==> src/rtl/rr_decoder_arbiter_if.sv <==
// Request/grant bundle between requesters and the round-robin arbiter.
// The revoked strobe exists only when HOLD_LIMIT_EN is defined.
interface rr_decoder_arbiter_if;
    logic [3:0] req;
    logic [1:0] gnt_idx;
    logic       gnt_valid;
    logic [3:0] gnt;
    logic       busy;
`ifdef HOLD_LIMIT_EN
    logic       revoked;
`endif

    modport master (
        output req,
        input  gnt_idx,
        input  gnt_valid,
        input  gnt,
`ifdef HOLD_LIMIT_EN
        input  revoked,
`endif
        input  busy
    );

    modport slave (
        input  req,
        output gnt_idx,
        output gnt_valid,
        output gnt,
`ifdef HOLD_LIMIT_EN
        output revoked,
`endif
        output busy
    );
endinterface

==> src/rtl/rr_decoder_arbiter.sv <==
// Four-way round-robin arbiter driving a 2-to-4 decoder select.
// Optional HOLD_LIMIT_EN revokes grants held for MAX_HOLD cycles.
module rr_decoder_arbiter #(
    parameter int MAX_HOLD = 16,
    parameter int CNT_W    = 8
) (
    input logic clk,
    input logic rst_n,
    rr_decoder_arbiter_if.slave bus
);
    typedef enum logic [1:0] {
        IDLE, GRANT, RELEASE
    } state_t;

    localparam bit CFG_OK = (MAX_HOLD >= 2) && (MAX_HOLD <= 255)
                         && ((1 << CNT_W) > MAX_HOLD);

    state_t     state_q, state_d;
    logic [1:0] ptr_q, ptr_d;
    logic [1:0] idx_q, idx_d;
    logic       vld_q, vld_d;
    logic [3:0] gnt_q;
    logic [1:0] win;
    logic       found;
    logic       own_req;
    logic       force_rel;

`ifdef HOLD_LIMIT_EN
    logic [CNT_W-1:0] cnt_q, cnt_d;
    logic             rev_q, rev_d;
    assign force_rel = (cnt_q == CNT_W'(MAX_HOLD));
`else
    assign force_rel = 1'b0;
`endif

    assign own_req = bus.req[idx_q];

    // First set request at or after ptr, wrapping mod 4.
    always_comb begin
        win   = ptr_q;
        found = 1'b0;
        for (int i = 0; i < 4; i++) begin
            if (!found && bus.req[ptr_q + 2'(i)]) begin
                found = 1'b1;
                win   = ptr_q + 2'(i);
            end
        end
    end

    always_comb begin
        state_d = state_q;
        ptr_d   = ptr_q;
        idx_d   = idx_q;
        vld_d   = vld_q;
`ifdef HOLD_LIMIT_EN
        cnt_d   = cnt_q;
        rev_d   = 1'b0;
`endif
        unique case (state_q)
            IDLE: begin
                if (found) begin
                    state_d = GRANT;
                    idx_d   = win;
                    vld_d   = 1'b1;
                    ptr_d   = win + 2'd1;
`ifdef HOLD_LIMIT_EN
                    cnt_d   = CNT_W'(1);
`endif
                end
            end
            GRANT: begin
                if (!own_req || force_rel) begin
                    state_d = RELEASE;
                    vld_d   = 1'b0;
`ifdef HOLD_LIMIT_EN
                    rev_d   = own_req;
`endif
                end
`ifdef HOLD_LIMIT_EN
                else if (cnt_q != {CNT_W{1'b1}}) begin
                    cnt_d = cnt_q + CNT_W'(1);
                end
`endif
            end
            RELEASE: state_d = IDLE;
            default: begin
                state_d = IDLE;
                vld_d   = 1'b0;
            end
        endcase
    end

    always_ff @(posedge clk or negedge rst_n) begin
        if (!rst_n) begin
            state_q <= IDLE;
            ptr_q   <= 2'd0;
            idx_q   <= 2'd0;
            vld_q   <= 1'b0;
            gnt_q   <= 4'b0000;
        end else begin
            state_q <= state_d;
            ptr_q   <= ptr_d;
            idx_q   <= idx_d;
            vld_q   <= vld_d;
            gnt_q   <= vld_d ? (4'b0001 << idx_d) : 4'b0000;
        end
    end

`ifdef HOLD_LIMIT_EN
    always_ff @(posedge clk or negedge rst_n) begin
        if (!rst_n) begin
            cnt_q <= '0;
            rev_q <= 1'b0;
        end else begin
            cnt_q <= cnt_d;
            rev_q <= rev_d;
        end
    end

    assign bus.revoked = rev_q;
`endif

    assign bus.gnt_idx   = idx_q;
    assign bus.gnt_valid = vld_q;
    assign bus.gnt       = gnt_q;
    assign bus.busy      = (state_q != IDLE);

    a_cfg: assert property (@(posedge clk) CFG_OK);

    a_onehot: assert property (@(posedge clk) disable iff (!rst_n)
        $onehot0(bus.gnt));

    a_match: assert property (@(posedge clk) disable iff (!rst_n)
        bus.gnt_valid |-> bus.gnt[bus.gnt_idx]);

    // Back-to-back valid cycles must belong to the same grant.
    a_gap: assert property (@(posedge clk) disable iff (!rst_n)
        (bus.gnt_valid && $past(bus.gnt_valid))
        |-> (state_q == GRANT && bus.gnt_idx == $past(bus.gnt_idx)));
endmodule

==> src/flat_wrapper.sv <==
// flat-port wrapper written by rule: the top's interface ports become plain ports
module rr_decoder_arbiter_flat 
#(
    parameter int MAX_HOLD = 16,
    parameter int CNT_W    = 8
)
  (clk, rst_n, bus_req, bus_gnt_idx, bus_gnt_valid, bus_gnt, bus_busy);
  rr_decoder_arbiter_if bus_i ();
  input logic clk;
  input logic rst_n;
  input wire logic [$bits(bus_i.req)-1:0] bus_req;
  output wire logic [$bits(bus_i.gnt_idx)-1:0] bus_gnt_idx;
  output wire logic [$bits(bus_i.gnt_valid)-1:0] bus_gnt_valid;
  output wire logic [$bits(bus_i.gnt)-1:0] bus_gnt;
  output wire logic [$bits(bus_i.busy)-1:0] bus_busy;
  assign bus_i.req = bus_req;
  assign bus_gnt_idx = bus_i.gnt_idx;
  assign bus_gnt_valid = bus_i.gnt_valid;
  assign bus_gnt = bus_i.gnt;
  assign bus_busy = bus_i.busy;
  rr_decoder_arbiter #(.MAX_HOLD(MAX_HOLD), .CNT_W(CNT_W)) u_core (.clk(clk), .rst_n(rst_n), .bus(bus_i));
endmodule
==> config.mk <==
export PLATFORM = sky130hd
export DESIGN_NAME = rr_decoder_arbiter_flat
export DESIGN_NICKNAME = d
export VERILOG_FILES = /design/src/rtl/rr_decoder_arbiter_if.sv /design/src/rtl/rr_decoder_arbiter.sv /design/src/flat_wrapper.sv
export SDC_FILE = /design/constraint.sdc
export NUM_CORES = 1
export LEC_CHECK = 0
export BUFFER_PORTS_ARGS = -buffer_cell sky130_fd_sc_hd__buf_2
export CAP_MARGIN = 10
export CORE_AREA = 2 2 39 41
export CTS_BUF_LIST = sky130_fd_sc_hd__clkbuf_16
export CTS_CLUSTER_DIAMETER = 30
export DETAILED_ROUTE_END_ITERATION = 12
export DIE_AREA = 0 0 41 43
export GPL_TIMING_DRIVEN = 1
export HOLD_SLACK_MARGIN = 0.06
export PLACE_DENSITY = 0.72
export SETUP_SLACK_MARGIN = 0.4
export SYNTH_ARGS = -nofsm -noshare
export SYNTH_HDL_FRONTEND = slang
export SYNTH_SLANG_ARGS = --single-unit
export TNS_END_PERCENT = 1
==> constraint.sdc <==
create_clock -name clk -period 2.3 [get_ports clk]
set_clock_uncertainty 0.15 [all_clocks]
set_input_delay 0.46 -clock clk [delete_from_list [all_inputs] [get_ports clk]]
set_output_delay 0.46 -clock clk [all_outputs]
set_load 0.02 [all_outputs]
**After elaboration in Yosys (flattened, before gate mapping)**

Cells that the tools add are included.
Widths: inputs -> output; s select.

- Add/sub/neg operators: 4
- Equal/unequal tests: 4
- Shift operators: 1
- Reductions and logical operators: 10
- Muxes and demuxes: 26
- Order comparisons: 5

Operator list:

| kind | count |
|---|---|
| $lt 2x3->1 const B | 5 |
| $mux 2 | 7 |
| $mux 1 | 11 |
| $bmux 1 s2 | 5 |
| $add 2x1->2 const B | 2 |
| $add 2x2->2 const B | 2 |
| $mux 4 | 1 |
| $pmux 2 s2 | 1 |
| $reduce_and 2->1 | 2 |
| $shl 1x2->4 const A | 1 |
| $logic_and 1x1->1 | 3 |
| $logic_not 1->1 | 3 |
| $pmux 1 s3 | 1 |
| $eq 2x1->1 const B | 1 |
| $eq 2x2->1 const B | 1 |
| $logic_not 2->1 | 1 |
| $ne 2x1->1 const B | 1 |
| $ne 2x2->1 const B | 1 |
| $reduce_bool 2->1 | 1 |

- Output and inout port bits: 8
- Input bits: 6
- Word-level logic and storage cells: 55
- Register bits after elaboration: 11

**Logic depth before layout (Yosys ltp)**

- Depth after elaboration: 16
- Gate-level depth with buffers: 5

**Worst setup path before layout**

OpenSTA, ideal clock, no wires.

- Kind: register to register
- Start point: register u_core.idx_q[0] (netlist: u_core.bus.gnt_idx[0])
- End point: register u_core.gnt_q[3] (netlist: u_core.bus.gnt[3])
- Slack: 0.424 ns
- Period minus slack after synthesis: 1.876 ns
- Library setup time: 0.120 ns
- Cell stages (with the launch flop): 4
- Arrival: 1.606 ns
- Path buffers: 0
- Cells stage by stage: dfrtp_1 -> mux4_2 -> a311oi_2 -> and3b_1

- Word-level cells in the longest chain between the ends: 5
- Elaborated cells on any way between the ends: 8
- Classes of those cells: shift: 1; mux: 7

RTL lines:

| element | RTL line | text |
|---|---|---|
| from (decl) | rr_decoder_arbiter.sv:20 | `logic [1:0] idx_q, idx_d;` |
| from (signal assigned) | rr_decoder_arbiter.sv:103 | `idx_q <= idx_d;` |
| $bmux 1 s2 | rr_decoder_arbiter.sv:36 | `assign own_req = bus.req[idx_q];` |
| $mux 1 (implied by the code) | rr_decoder_arbiter.sv:36 |  |
| $mux 1 | rr_decoder_arbiter.sv:72 | `if (!own_req \|\| force_rel) begin` |
| $pmux 1 s3 | rr_decoder_arbiter.sv:59 | `unique case (state_q)` |
| $mux 4 * | rr_decoder_arbiter.sv:105 | `gnt_q <= vld_d ? (4'b0001 << idx_d) : 4'b0000;` |
| to (signal assigned) | rr_decoder_arbiter.sv:105 |  |
| to (decl) | rr_decoder_arbiter.sv:22 | `logic [3:0] gnt_q;` |

Mark *: on every way between the ends. The rest lies on a longest branch, timed or not. The select of a mux whose other input is x is not followed.
A chain may end at the register's enable or synchronous reset.

**Worst setup path after layout**

Same ends and word-level chain as after synthesis.

==> run summary <==
status -> completed
max_cap viols -> 0
CTS Buffer Depth -> 2
flops & latches, synth -> 11
Unique masters post-synth -> 27
initial antenna violation count -> 0
kind of critical path -> flop to flop
Critical Path, Cell by Cell -> mux4_2, a311oi_4, and3b_1
Tcrit/Tclk final -> 81.0%
Max-slew headroom -> 66.0%
worst slew pin tran -> 505 ps
sequential element share of the synthesized area -> 47.2%
min Tclk post-route -> 1860 ps
Initial Util -> 42.1%
ANT nets after route -> 0
Clk pin slew, worst setup/hold paths -> 40 ps
Peak VDD IR -> 0.000581 V
cell taking the most area after synthesis -> dfrtp_1
Mapped Avg Cell Area -> 11.2 sq um
CTS sink cnt -> 11
EDFF count, synth -> 0
final setup fails -> 0
vias in the first global route -> 477
Die ar. -> 1760 sq um
slowest CP cell -> mux4_2
CP arrival -> 1840 ps
Slew Limit Fails -> 0
Seq pwr share -> 29.2%
site row count -> 14
Hold Crit Class -> flop to flop
RSZ-0062 raised after global routing -> yes
routability congestion estimate -> 0.887
Die Span Y -> 43 microns
worst stage delay on the critical path -> 580 ps
crit path capture -> u_core.bus.gnt[3]$_DFF_PN0_
CP max FO -> 5
placed insts -> 81
Global Route Usage Sum -> 19.0%
die width -> 41 microns
DR DRC count -> 0
share of cells above drive strength 1 -> 35.7%
P_leak -> 0.338 nW
r2r setup slk -> 440 ps
Post-Syn Nets -> 58
Post-CTS Setup Inserts -> 0
Async S/R FF share, synth -> 100%
switching part of the total -> 39.9%
top cells by area, synth -> dfrtp_1 47%, nor2b_1 4.3%, mux4_2 3.9%
P&R area growth vs syn -> 32.8%
TritonCTS Buffers -> 3
detailed-route wire length -> 1330 microns
ANT cells -> 0
PwrDens -> 1580 nW/um^2
gr ovfl total -> 0
Startpoint Class -> flop
Primary FF master, synth -> dfrtp_1
io pins -> 14
CTS tree -> built
nets@finish -> 77
Final Power -> 1.22 mW
Worst EP required -> 2270 ps
via/cell ratio -> 5.76
Detailed Routing Iterations Pass 1 -> 4
Worst Setup SP -> u_core.bus.gnt_idx[0]$_DFF_PN0_
placed wire-length estimate -> 961 microns
IO buf count -> 13
Synth Warn # -> 0
reg2reg start -> u_core.bus.gnt_idx[0]$_DFF_PN0_
clock power share -> 26.4%
htree depth -> 1
clock tree root buffer cell -> clkbuf_16
Finished Layout Cells -> 86
pin count of the biggest net entering global routing -> 12
Final Hold Fails -> 0
setup TNS -> 0 ps
P_sw -> 0.487 mW
Comb power frac -> 44.4%
global-route wire length before repair -> 2170 microns
Synth top area share -> 47.2%
mean routed wirelength per cell -> 15.4 microns
nature of the critical path endpoint -> flop
drt initial violations -> 24
mapped cell area -> 583 sq um
Layout fillers -> 115
clk_lat worst skew -> 240 ps
Max Fclk -> 0.537 GHz
P_int -> 0.735 mW
Core Footprint -> 1380 sq um
Worst R2R Path Depth -> 3
via count -> 495
Post-Synthesis Cells -> 52
WHS -> 344 ps
FF-to-FF End -> u_core.bus.gnt[3]$_DFF_PN0_
[repair_timing]
action / CTS / global route
hold endpoints to repair: 11 / 0
gates resized for setup: 1 / 1
setup endpoints to repair: 1 / 2
hold buffers: 1 / 0
pin swaps: 0 / 0
[kinds of logic after synthesis]
| logic type | synth area share (%) |
|---|---|
| AND/OR/NAND/NOR | 20.4 |
| AO/OA/AOI/OAI | 26.6 |
| flip-flops | 47.2 |
| buffers and inverters | 1.93 |
| multiplexers | 3.86 |
[registers in the layout (all words and copies together) (netlist names)]
| name | flops |
|---|---|
| u_core.state_q | 2 |
| u_core.bus.gnt_idx | 2 |
| u_core.ptr_q | 2 |
| u_core.bus.gnt | 4 |
| u_core.bus.gnt_valid | 1 |
[layer usage]
metal | wire length (microns) | GRT usage, %
met5 | 0 | 0
met1 | 583 | 24.4
met4 | 29 | 11.3
met2 | 642 | 27.2
met3 | 71 | 5.24
[Yosys cell counts, types with 2 or more instances]
cell and number:
dfrtp_1 11, nor2_1 4, nor2b_1 4, a21oi_1 3, inv_1 3, nand2_1 2
nor3_1 2, nor3b_1 2, o21a_1 2, o21ai_0 2
[area by class of cell]
type	count	area, sq um	share of cell area (%)
flip-flops and latches	11	275	35.5
clock inverters	1	3.75	0.485
repair buffers	14	75.1	9.69
multi-input cells	38	314	40.5
inverters	3	11.3	1.45
well taps	16	20.0	2.58
clock buffers	3	75.1	9.69
[power by group through the flow]
stage | clock (mW) | combinational, mW | sequential [mW]
floorplan | 0 | 0.332 | 0.396
global placement | 0 | 0.502 | 0.354
detailed placement | 0 | 0.514 | 0.356
CTS | 0.324 | 0.520 | 0.354
global route | 0.333 | 0.597 | 0.371
finish | 0.322 | 0.543 | 0.357
[through the flow]
step,setup slack [ps],instance area [sq um],util [%]
floorplan,424,583,-
global placement,249,668,48.3
detailed placement,90.1,668,48.3
CTS,425,763,55.2
global route,392,774,56.0
finish,437,774,56.0
[how the worst min path moves through the flow]
| stage | start | endpoint | depth (start not counted) | slack (ps) |
|---|---|---|---|---|
| 2_1_floorplan | rst_n | u_core.bus.gnt[0]$_DFF_PN0_ | 0 | 10 |
| 3_3_place_gp | rst_n | u_core.state_q[0]$_DFFE_PN0P_ | 1 | 180 |
| 3_5_place_dp | rst_n | u_core.state_q[0]$_DFFE_PN0P_ | 1 | 190 |
| 4_1_cts | u_core.state_q[1]$_DFFE_PN0P_ | u_core.state_q[0]$_DFFE_PN0P_ | 1 | 350 |
| 6_report | u_core.state_q[1]$_DFFE_PN0P_ | u_core.state_q[0]$_DFFE_PN0P_ | 1 | 340 |
| 5_1_grt | u_core.state_q[1]$_DFFE_PN0P_ | u_core.state_q[0]$_DFFE_PN0P_ | 1 | 370 |
[critical path, delay by kind of cell, from the launching register on]
| kind | cells | cell delay [ps] |
|---|---|---|
| AO/OA/AOI/OAI | 1 | 390 |
| flip-flops | 1 | 390 |
| multiplexers | 1 | 580 |
| AND/OR/NAND/NOR | 1 | 230 |
[cell usage in the layout (no fill, tap or decap)]
master,n
a2111o_1,1
dfrtp_1,11
o21ai_0,2
a21bo_2,1
nor3_1,2
nand2_1,2
nor3b_1,2
or4_4,1
mux4_2,1
or4_1,1
dlygate4sd3_1,1
o31ai_1,1
a211oi_1,1
and3b_1,1
o21a_1,2
nor2_1,4
o41ai_2,1
a31oi_4,1
a2111oi_0,1
or2_2,1
and2_1,1
buf_2,13
a21oi_1,3
inv_1,4
a311oi_4,1
o22ai_1,1
o311a_2,1
clkbuf_16,3
nor2b_1,4
nor4_2,1
Power figures use the tool's default switching activity.
